### config.mk
export PLATFORM = sky130hd
export DESIGN_NAME = rv_mem_port_arbiter
export DESIGN_NICKNAME = d
export VERILOG_FILES = /design/src/rtl/rv_mem_port_arbiter.sv
export SDC_FILE = /design/constraint.sdc
export NUM_CORES = 1
export LEC_CHECK = 0
export CAP_MARGIN = 20
export CORE_MARGIN = 5
export CORE_UTILIZATION = 44
export DETAILED_ROUTE_END_ITERATION = 6
export PLACE_DENSITY = 0.91
export SETUP_SLACK_MARGIN = 0.3
export SYNTH_ARGS = -nofsm -noshare
export SYNTH_HDL_FRONTEND = slang
export SYNTH_SLANG_ARGS = --single-unit
### constraint.sdc
create_clock -name clk -period 10.8 [get_ports clk]
set_input_delay 1.08 -clock clk [delete_from_list [all_inputs] [get_ports clk]]
set_output_delay 1.08 -clock clk [all_outputs]
set_load 0.05 [all_outputs]
### src/rtl/rv_mem_port_arbiter.sv
// rtl/rv_mem_port_arbiter.sv - single-port memory bus arbiter between instruction fetch and data access
//
// Purpose:
//   Shares one memory bus between the fetch port (if_*) and the data port
//   (dm_*). The data port has fixed priority, and only one bus transaction is
//   in flight at a time. stall_if / stall_mem go to the pipeline hazard logic.
//
// Ports:
//   clk, rst        rising-edge clock, asynchronous active-high reset
//   if_req/if_addr  fetch request, held until if_ready
//   if_rdata        fetch data, valid with the 1-cycle if_ready pulse
//   dm_req/dm_we/dm_be/dm_addr/dm_wdata
//                   data request, held until dm_ready
//   dm_rdata        load data, valid with the 1-cycle dm_ready pulse
//   bus_req/bus_we/bus_be/bus_addr/bus_wdata
//                   registered bus request towards the slave
//   bus_rdata       slave read data, sampled with bus_ack
//   bus_ack         1-cycle slave completion
//   bus_err         1-cycle pulse with ready when a transfer timed out
//   stall_if        if_req & ~if_ready
//   stall_mem       dm_req & ~dm_ready
//
// Configuration:
//   ARB_STARVE_GUARD_EN  when defined, after STARVE_LIMIT consecutive data
//                        grants made while a fetch was waiting, the next
//                        arbitration with if_req=1 goes to the fetch port.

module rv_mem_port_arbiter #(
    parameter int AW           = 32,
    parameter int DW           = 32,
    parameter int TIMEOUT      = 15,
    parameter int STARVE_LIMIT = 4
) (
    input  logic              clk,
    input  logic              rst,
    input  logic              if_req,
    input  logic [AW-1:0]     if_addr,
    output logic [DW-1:0]     if_rdata,
    output logic              if_ready,
    input  logic              dm_req,
    input  logic              dm_we,
    input  logic [DW/8-1:0]   dm_be,
    input  logic [AW-1:0]     dm_addr,
    input  logic [DW-1:0]     dm_wdata,
    output logic [DW-1:0]     dm_rdata,
    output logic              dm_ready,
    output logic              bus_req,
    output logic              bus_we,
    output logic [DW/8-1:0]   bus_be,
    output logic [AW-1:0]     bus_addr,
    output logic [DW-1:0]     bus_wdata,
    input  logic [DW-1:0]     bus_rdata,
    input  logic              bus_ack,
    output logic              bus_err,
    output logic              stall_if,
    output logic              stall_mem
);

    localparam int BW = DW / 8;
    localparam int CW = (TIMEOUT < 1) ? 1 : $clog2(TIMEOUT + 1);

    typedef enum logic [1:0] {
        ST_IDLE    = 2'd0,
        ST_IF_BUSY = 2'd1,
        ST_DM_BUSY = 2'd2,
        ST_RESP    = 2'd3
    } state_t;

    state_t          state_q, state_d;
    logic            bus_req_q, bus_req_d;
    logic            bus_we_q, bus_we_d;
    logic [BW-1:0]   bus_be_q, bus_be_d;
    logic [AW-1:0]   bus_addr_q, bus_addr_d;
    logic [DW-1:0]   bus_wdata_q, bus_wdata_d;
    logic [DW-1:0]   if_rdata_q, if_rdata_d;
    logic [DW-1:0]   dm_rdata_q, dm_rdata_d;
    logic            if_ready_q, if_ready_d;
    logic            dm_ready_q, dm_ready_d;
    logic            bus_err_q, bus_err_d;
    logic [CW-1:0]   wait_q, wait_d;

    // Set when the fetch port must win the next arbitration despite dm_req.
    logic            if_forced;
    logic            grant_dm;
    logic            grant_if;

`ifdef ARB_STARVE_GUARD_EN
    localparam int SW = $clog2(STARVE_LIMIT + 1);

    logic [SW-1:0]   starve_q, starve_d;

    assign if_forced = if_req && (starve_q == SW'(STARVE_LIMIT));

    // Counts data grants taken while a fetch was waiting; any IF grant or a
    // data grant with no fetch pending breaks the run.
    always_comb begin
        starve_d = starve_q;
        if (state_q == ST_IDLE) begin
            if (grant_dm) begin
                if (!if_req) begin
                    starve_d = '0;
                end else if (starve_q != SW'(STARVE_LIMIT)) begin
                    starve_d = starve_q + SW'(1);
                end
            end else if (grant_if) begin
                starve_d = '0;
            end
        end
    end

    always_ff @(posedge clk or posedge rst) begin
        if (rst) begin
            starve_q <= '0;
        end else begin
            starve_q <= starve_d;
        end
    end
`else
    localparam int starve_limit_unused = STARVE_LIMIT;

    assign if_forced = 1'b0;
`endif

    assign grant_dm = dm_req && !if_forced;
    assign grant_if = if_req && !grant_dm;

    always_comb begin
        state_d     = state_q;
        bus_req_d   = bus_req_q;
        bus_we_d    = bus_we_q;
        bus_be_d    = bus_be_q;
        bus_addr_d  = bus_addr_q;
        bus_wdata_d = bus_wdata_q;
        if_rdata_d  = if_rdata_q;
        dm_rdata_d  = dm_rdata_q;
        if_ready_d  = 1'b0;
        dm_ready_d  = 1'b0;
        bus_err_d   = 1'b0;
        wait_d      = wait_q;

        case (state_q)
            ST_IDLE: begin
                if (grant_dm) begin
                    state_d     = ST_DM_BUSY;
                    bus_req_d   = 1'b1;
                    bus_we_d    = dm_we;
                    bus_be_d    = dm_be;
                    bus_addr_d  = dm_addr;
                    bus_wdata_d = dm_wdata;
                    wait_d      = '0;
                end else if (grant_if) begin
                    state_d     = ST_IF_BUSY;
                    bus_req_d   = 1'b1;
                    bus_we_d    = 1'b0;
                    bus_be_d    = '1;
                    bus_addr_d  = if_addr;
                    bus_wdata_d = '0;
                    wait_d      = '0;
                end
            end

            ST_IF_BUSY, ST_DM_BUSY: begin
                // An ack in the same cycle the counter hits TIMEOUT still
                // completes normally, so ack is tested first.
                if (bus_ack) begin
                    state_d   = ST_RESP;
                    bus_req_d = 1'b0;
                    if (state_q == ST_IF_BUSY) begin
                        if_rdata_d = bus_rdata;
                        if_ready_d = 1'b1;
                    end else begin
                        dm_rdata_d = bus_rdata;
                        dm_ready_d = 1'b1;
                    end
                end else if (wait_q == CW'(TIMEOUT)) begin
                    state_d   = ST_RESP;
                    bus_req_d = 1'b0;
                    bus_err_d = 1'b1;
                    if (state_q == ST_IF_BUSY) begin
                        if_rdata_d = '0;
                        if_ready_d = 1'b1;
                    end else begin
                        dm_rdata_d = '0;
                        dm_ready_d = 1'b1;
                    end
                end else if (wait_q != {CW{1'b1}}) begin
                    wait_d = wait_q + CW'(1);
                end
            end

            ST_RESP: begin
                // Ready pulses this cycle; the requester drops or changes its
                // request before arbitration resumes in IDLE.
                state_d = ST_IDLE;
            end

            default: begin
                state_d = ST_IDLE;
            end
        endcase
    end

    always_ff @(posedge clk or posedge rst) begin
        if (rst) begin
            state_q     <= ST_IDLE;
            bus_req_q   <= 1'b0;
            bus_we_q    <= 1'b0;
            bus_be_q    <= '0;
            bus_addr_q  <= '0;
            bus_wdata_q <= '0;
            if_rdata_q  <= '0;
            dm_rdata_q  <= '0;
            if_ready_q  <= 1'b0;
            dm_ready_q  <= 1'b0;
            bus_err_q   <= 1'b0;
            wait_q      <= '0;
        end else begin
            state_q     <= state_d;
            bus_req_q   <= bus_req_d;
            bus_we_q    <= bus_we_d;
            bus_be_q    <= bus_be_d;
            bus_addr_q  <= bus_addr_d;
            bus_wdata_q <= bus_wdata_d;
            if_rdata_q  <= if_rdata_d;
            dm_rdata_q  <= dm_rdata_d;
            if_ready_q  <= if_ready_d;
            dm_ready_q  <= dm_ready_d;
            bus_err_q   <= bus_err_d;
            wait_q      <= wait_d;
        end
    end

    assign bus_req   = bus_req_q;
    assign bus_we    = bus_we_q;
    assign bus_be    = bus_be_q;
    assign bus_addr  = bus_addr_q;
    assign bus_wdata = bus_wdata_q;
    assign if_rdata  = if_rdata_q;
    assign dm_rdata  = dm_rdata_q;
    assign if_ready  = if_ready_q;
    assign dm_ready  = dm_ready_q;
    assign bus_err   = bus_err_q;

    assign stall_if  = if_req & ~if_ready_q;
    assign stall_mem = dm_req & ~dm_ready_q;

endmodule
---- Word level (Yosys, flattened, before mapping) ----
Index checks and enable logic that the tools add are counted.
operators by class
  equality and inequality tests ........... 10
  muxes and demuxes ....................... 43
  $add $sub $neg .......................... 1
  reduce and logical (&&, ||, !) cells .... 13
  bitwise gates (word level) .............. 5
operators with widths
  cell                 count
  $mux 32              12
  $mux 4               7
  $mux 1               17
  $reduce_and 3->1     3
  $mux 2               4
  $pmux 4 s2           1
  $ne 2x2->1 const B   3
  $ne 3x3->1 const B   2
  $pmux 2 s3           1
  $reduce_bool 2->1    3
  $reduce_and 5->1     1
  $add 4x1->4 const B  1
  $eq 2x2->1 const B   2
  $eq 4x4->1 const B   1
  $ne 4x4->1 const B   1
  $reduce_and 2->1     2
  $not 1->1            3
  $and 1x1->1          2
  $eq 2x1->1 const B   1
  $logic_not 2->1      1
  $pmux 1 s2           1
  $reduce_or 2->1      1
  $logic_and 1x1->1    1
  $logic_not 1->1      1
storage, ports and cells
  output and inout bits ................... 139
  register bits ........................... 143

---- Longest topological paths before layout ----
Gate-level depths: netlist of run 1.
  word-level depth ........................ 5
  mapped depth ............................ 8
  mapped depth without buffers ............ 5

---- Worst setup path after synthesis of run 1 ----
OpenSTA, ideal clock, no wires.
  kind .................................... input-to-output
  from .................................... input dm_req
  to ...................................... output stall_mem
  arrival time ............................ 1.989 ns
  buffers on the path ..................... 1
  path slack .............................. 7.731 ns
  stages .................................. 3
  path through ............................ buf_2 -> inv_1 -> nor2_1
between the ends
  word-level cells in the longest chain between the ends .. 1
RTL lines
  item                RTL line  RTL
  start: declaration  40        input logic dm_req,
  $and 1x1->1         245       assign stall_mem = dm_req & ~dm_ready_q;
  end: declaration    56        output logic stall_mem
No other way between the ends.

---- Final worst setup path of run 1 ----
Ends and elaborated chain as after synthesis.

==> results of run 1 <==
-- critical path: cells and delay by family --
family                 cells  cell delay [ps]
buffers and inverters      4             1560
and+or+nand+nor            1              150
-- sequential cells by signal, summed over array words and instances (netlist names) --
register and flops:
bus_err 1, dm_rdata 32, state_q 2, dm_ready 1, bus_req 1, if_ready 1
bus_wdata 32, if_rdata 32, bus_be 4, wait_q 4, bus_addr 32, bus_we 1
-- cell type report --
| cell class | count | share of cell area |
|---|---|---|
| sequential | 143 | 0.3845 |
| timing repair buffer | 285 | 0.3116 |
| multi-input combinational | 249 | 0.2087 |
| clock buffer | 19 | 0.04867 |
| tap | 172 | 0.02312 |
| clock inverter | 13 | 0.02017 |
| inverter | 6 | 0.002958 |
| antenna | 1 | 0.0002689 |
-- cells in the final DEF, fill, tap and decap left out, types with 2 or more instances in the layout --
master / instances
sky130_fd_sc_hd__nand2_1: 36
sky130_fd_sc_hd__bufinv_16: 4
sky130_fd_sc_hd__nor2b_1: 3
sky130_fd_sc_hd__a21oi_1: 5
sky130_fd_sc_hd__clkinv_2: 2
sky130_fd_sc_hd__buf_4: 5
sky130_fd_sc_hd__clkbuf_8: 2
sky130_fd_sc_hd__nand3_1: 4
sky130_fd_sc_hd__and2_1: 2
sky130_fd_sc_hd__o22a_1: 4
sky130_fd_sc_hd__clkbuf_16: 17
sky130_fd_sc_hd__a32o_1: 64
sky130_fd_sc_hd__o21ai_0: 37
sky130_fd_sc_hd__mux2i_1: 32
sky130_fd_sc_hd__buf_2: 2
sky130_fd_sc_hd__a22o_1: 33
sky130_fd_sc_hd__dfrtp_1: 143
sky130_fd_sc_hd__inv_1: 5
sky130_fd_sc_hd__clkinv_4: 4
sky130_fd_sc_hd__clkdlybuf4s50_1: 274
sky130_fd_sc_hd__clkinvlp_4: 3
sky130_fd_sc_hd__nor2_1: 4
sky130_fd_sc_hd__buf_16: 4
sky130_fd_sc_hd__ha_1: 5
-- logic make-up after synthesis --
logic type | after synthesis | synth area share
and+or+nand+nor | 59 | 0.05024
buffers and inverters | 49 | 0.03801
adders and majority gates | 5 | 0.01092
DFF | 143 | 0.6247
AOI/OAI and AO/OA | 153 | 0.2202
muxes | 32 | 0.05592
-- cell usage after synthesis (2+ instances only) --
cell and count:
sky130_fd_sc_hd__dfrtp_1 143, sky130_fd_sc_hd__a32o_1 64, sky130_fd_sc_hd__o21ai_0 37, sky130_fd_sc_hd__nand2_1 36, sky130_fd_sc_hd__a22o_1 33, sky130_fd_sc_hd__mux2i_1 32
sky130_fd_sc_hd__clkbuf_1 22, sky130_fd_sc_hd__buf_2 18, sky130_fd_sc_hd__inv_1 6, sky130_fd_sc_hd__a21oi_1 5, sky130_fd_sc_hd__ha_1 5, sky130_fd_sc_hd__nand3_1 4
sky130_fd_sc_hd__nor2_1 4, sky130_fd_sc_hd__nor2b_1 4, sky130_fd_sc_hd__o22a_1 4, sky130_fd_sc_hd__buf_4 3, sky130_fd_sc_hd__and2_1 2
-- power groups by stage --
stage / sequential, W / clock [W] / combinational (W)
2_1_floorplan: 0.00170 / 0 / 0.000471
3_3_place_gp: 0.000906 / 0 / 0.00188
3_5_place_dp: 0.000925 / 0 / 0.00193
4_1_cts: 0.000923 / 0.000634 / 0.00194
5_1_grt: 0.000953 / 0.000657 / 0.00205
6_report: 0.000926 / 0.000625 / 0.00196
-- worst paths after layout --
kind,end,start,cells past startpoint
setup / recovery,stall_mem,dm_req,5
setup reg to reg,if_rdata[19],state_q[0],6
hold reg to reg,bus_addr[0],bus_addr[0],2
max in group asynchronous,dm_rdata[20],rst,3
hold / removal,bus_addr[0],bus_addr[0],2
min in group asynchronous,bus_wdata[22],rst,2
-- through the flow --
stage	hold slack [ps]	total power, W	setup slack [ps]	area [um^2]
finish	480.0	0.003509	6919	9306
global route	503.1	0.003663	6817	9306
CTS	483.5	0.003499	6930	9221
detailed placement	470.4	0.002854	6932	8581
global placement	464.4	0.002782	6983	8553
floorplan	516.8	0.002170	5882	5728
-- routing by layer --
layer	track usage	wire (um)	up-vias
li1	-	-	2216
met3	0.1035	2214	36
met4	0.09925	537	0
met5	0	0	-
met1	0.2775	6803	2448
met2	0.4003	9323	264
==> flow_metrics.tcl, run 1 <==
set metrics [dict create \
    layout.filler_cells 781 \
    worst_hold_path_type "flop to flop" \
    dr_total_vias 4964 \
    areaGrowthSynthToFinish_pct 62.47 \
    detailedRoute.firstIterationViolations 496 \
    numCtsBuffers 17 \
    power.static_leakage_nw 4.009 \
    core-area_um2 12670 \
    critical-path-slowest-cell "sky130_fd_sc_hd__clkdlybuf4s50_1" \
    yosysSeqAreaShare 0.6247 \
    synth-edff-count 0 \
    cts_setup_buffers 0 \
    cp-end-kind "output pin" \
    place.detailed.instances 852 \
    largest_area_contributor_in_the_synthesized_netlist "sky130_fd_sc_hd__dfrtp_1" \
    worst_slew_margin_rel 0.3807 \
    grt.total_usage 0.2424 \
    syn_avg_cell_area_um2 12.99 \
    globalRouteOverflowTotal 0 \
    seq_power_share 0.264 \
    reg2reg_setup_slack_ps 8270 \
    combinationalPowerShare 0.558 \
    dieHeight_um 124.1 \
    yosys_warning_total 0 \
    grt_setup_unrepaired "false" \
    mappedNetlistArea_um2 5728 \
    netSwitchingPower_w 0.001649 \
    power.clock.fraction 0.178 \
    path_cells "buf_2 -> buf_4 -> inv_1 -> nor2_1 -> clkdlybuf4s50_1" \
    wire_per_inst_um 21.26 \
    final_antenna_net_count 0 \
    postRouteWirelength_mm 18.88 \
    place_hpwl_mm 13.26 \
    finish.cell_count_without_fillers 888 \
    multi_input_comb_area_um2 1942 \
    synth_top_area_frac 0.6247 \
    vias_in_the_first_global_route 5227 \
    tritoncts_clock_tree "built" \
    final-setup-viol-count 0 \
    global_route_wire_length_before_repair_mm 28.47 \
    max_slew_violation_count 0 \
    hold_viol_final 0 \
    cpPeakStageDelay_ps 810 \
    worstPathRequired_ps 9720 \
    p_int_w 0.001860 \
    drive_above_1_share 0.06993 \
    num-nets-final 845 \
    post_synth_num_cell_types 36 \
    ys_dominant_reg_cell "sky130_fd_sc_hd__dfrtp_1" \
    cts-resized-gates 0 \
    starting_density_of_the_core 0.4521 \
    die_width_um 124.1 \
    skew_pair_late_insertion_delay_ps 420 \
    critical_setup_path_class "input pin to output pin" \
    outcome "completed" \
    h-tree-depth 4 \
    power.share.switching 0.4700 \
    vdd_ir_drop_max_v 0.0002498 \
    gp_congestion 0.8749 \
    setup-tns-final_ps 0 \
    syn_nets 584 \
    worst-endpoint-arrival_ps 2800 \
    via_per_inst 5.590 \
    drc 0 \
    place.port_buffers 276 \
    hold_buffers 0 \
    layout_worst_path_cycle_share 0.3593 \
    worst_setup_hold_path_clk_slew_ps 60 \
    p_per_area_nw_per_um2 377.0 \
    clk_root_buffer_cell "sky130_fd_sc_hd__clkbuf_16" \
    timing_worst_slew_pin_value_ps 928.9 \
    critical_path_peak_fanout 40 \
    max_freq_mhz 257.7 \
    number_of_antenna_violations_at_the_first_check_in_global_routing 1 \
    setup_skew_after_layout_ps 6.576 \
    synth.area.top_cells "sky130_fd_sc_hd__dfrtp_1 (62%), sky130_fd_sc_hd__a32o_1 (11%), sky130_fd_sc_hd__mux2i_1 (5.6%)" \
    drtPass1Iterations 5 \
    fin_util 0.7345 \
    die_area_um2 15400 \
    period_minus_slack_ps 3881 \
    seqCellArea_um2 3578 \
    synthCells 441 \
    placementRows 41 \
    ys_ff_latch 143 \
    cts_sinks 143 \
    number_of_max_cap_violations 0 \
    io_pins 277 \
    worst_setup_path_start_kind "input pin" \
    async_set_reset_flop_share_out_of_synthesis 1.000 \
    grt_start_max_net_pins 100 \
    clk_path_buf_depth 2 \
]
Power figures use the tool's default switching activity.
==> run 2: changes to the inputs <==
- CORE_UTILIZATION: 44 -> 37
- PLACE_DENSITY: 0.91 -> 0.82
- clock period: 10.8 -> 3.5 ns (I/O delays scaled with it)
==> run 2 against run 1 <==
Largest cell class unchanged; hold slack got worse by 120 ps; register-to-register slack got worse by 7200 ps; combinational power increased to 3.0 times the previous value; first-iteration DRC count decreased by 30%; cell area decreased by 1.5%; die area increased by 17%.
==> flow_metrics.tcl, run 2 (synthesis gave the netlist of run 1 again) <==
set metrics [dict create \
    n_antenna_cell 0 \
    worst_slew_margin_rel 0.5080 \
    timing_worst_slew_pin_value_ps 738.0 \
    clk_root_buffer_cell "sky130_fd_sc_hd__clkbuf_16" \
    final_antenna_net_count 0 \
    die_width_um 134.4 \
    clk_path_buf_depth 2 \
    place_hpwl_mm 12.48 \
    cp-end-kind "flop" \
    drtPass1Iterations 5 \
    worst-endpoint-arrival_ps 2680 \
    post-route-worst-setup-slack_ps 1111 \
    worst_setup_path_start_kind "flop" \
    postRouteWirelength_mm 17.66 \
    period_minus_slack_ps 2389 \
    worstPathRequired_ps 3790 \
    h-tree-depth 4 \
    number_of_max_cap_violations 0 \
    global_route_wire_length_before_repair_mm 27.71 \
    path_cells "inv_1 -> ha_1 -> and2_1 -> buf_4 -> nand2_1 -> buf_4 -> a32o_1" \
    grt_start_max_net_pins 144 \
    critical_path_peak_fanout 33 \
    io_pins 277 \
    critical_setup_path_class "flop to flop" \
    critical-path-slowest-cell "sky130_fd_sc_hd__ha_1" \
    setup_skew_after_layout_ps 4.644 \
    cts_sinks 143 \
    placementRows 45 \
    mostFrequentLayoutCells "sky130_fd_sc_hd__clkdlybuf4s50_1 (274), sky130_fd_sc_hd__dfrtp_1 (143), sky130_fd_sc_hd__a32o_1 (64)" \
    place.port_buffers 276 \
    die_area_um2 18070 \
    areaGrowthSynthToFinish_pct 59.96 \
    num-nets-final 845 \
    starting_density_of_the_core 0.3768 \
    core-area_um2 15200 \
    wire_per_inst_um 19.58 \
    globalRouteOverflowTotal 0 \
    worst_setup_hold_path_clk_slew_ps 60 \
    setup-tns-final_ps 0 \
    dieHeight_um 134.4 \
    cts-resized-gates 0 \
    dr_total_vias 4814 \
    hold_buffers 0 \
    hold_viol_final 0 \
    vdd_ir_drop_max_v 0.0007279 \
    grt_setup_unrepaired "false" \
    cpPeakStageDelay_ps 590 \
    skew_pair_late_insertion_delay_ps 400 \
    p_per_area_nw_per_um2 1130 \
    worst_hold_path_type "input pin to flop" \
    drive_above_1_share 0.06723 \
    drc 0 \
    power_w 0.01036 \
    post-place-ws_ps 1125 \
    number_of_antenna_violations_at_the_first_check_in_global_routing 0 \
    cpLargestDelayFamily "buffers and inverters" \
    critical_path.most_common_cell "sky130_fd_sc_hd__buf_4" \
    detailedRoute.firstIterationViolations 348 \
    max_freq_mhz 418.6 \
    hold_slack_ps 361.5 \
    cts_setup_buffers 0 \
    timing.critical_path.buf_inv 3 \
    gp_congestion 0.8177 \
    reg2reg_setup_slack_ps 1110 \
    max_slew_violation_count 0 \
    tritoncts_clock_tree "built" \
    layout_commonest_cell "sky130_fd_sc_hd__clkdlybuf4s50_1" \
    grt.total_usage 0.1928 \
    power.static_leakage_nw 3.939 \
    outcome "completed" \
    fin_util 0.6027 \
    numCtsBuffers 17 \
    layout_worst_path_cycle_share 0.6826 \
    final-setup-viol-count 0 \
    via_per_inst 5.337 \
    vias_in_the_first_global_route 5131 \
]
[run 2: cell types whose count changed in the layout (fill, tap and decap cells not counted), sizes merged]
cell	change
bufinv	-4
clkbuf	+2
clkinv	+1
clkinvlp	+1
diode	-1
inv	-1
[run 2: worst paths after layout]
| kind | startpoint | cells after the start | end |
|---|---|---|---|
| min reg2reg | bus_addr[11] | 2 | bus_addr[11] |
| max | state_q[0] | 7 | if_rdata[19] |
| max reg2reg | state_q[0] | 7 | if_rdata[19] |
| min in group asynchronous | rst | 3 | bus_be[1] |
| max in group asynchronous | rst | 3 | bus_wdata[24] |
| min | dm_req | 3 | state_q[0] |
[run 2: per-stage QoR]
stage                     cell area [um^2]  std cells
after floorplan                       5732        441
after global placement                8627        871
after detailed placement              8627        871
after CTS                             9163        902
after global routing                  9163        902
final                                 9163        902
[run 2: worst register-to-register path, delay by kind of cell (launching register included)]
kind / cells / cell delay (ps)
buffers and inverters: 3 / 700
adders and majority gates: 1 / 590
DFF: 1 / 390
and+or+nand+nor: 2 / 330
AOI/OAI and AO/OA: 1 / 260
[run 2: final cells by class]
| cell class | instances | area [um^2] |
|---|---|---|
| fillers | 1171 | 6040 |
| flip-flops and latches | 143 | 3578 |
| repair buffers | 285 | 2845 |
| multi-input cells | 249 | 1942 |
| clock buffers | 21 | 470.5 |
| well taps | 188 | 235.2 |
| clock inverters | 10 | 65.06 |
| inverters | 6 | 26.28 |
[run 2: power breakdown]
part           internal (W)  total (W)  switching (W)
Sequential          0.00240    0.00284       0.000439
Combinational       0.00205    0.00590        0.00385
Clock              0.000953    0.00161       0.000661
Total               0.00540     0.0104        0.00496
[run 2: metal layers]
layer  vias to the layer above  track usage  share of wire
met5                         -            0              0
met2                       244       0.3142           0.48
met4                         0      0.05713          0.011
met3                        22      0.07952           0.11
li1                       2203            -              -
met1                      2345       0.2356           0.40
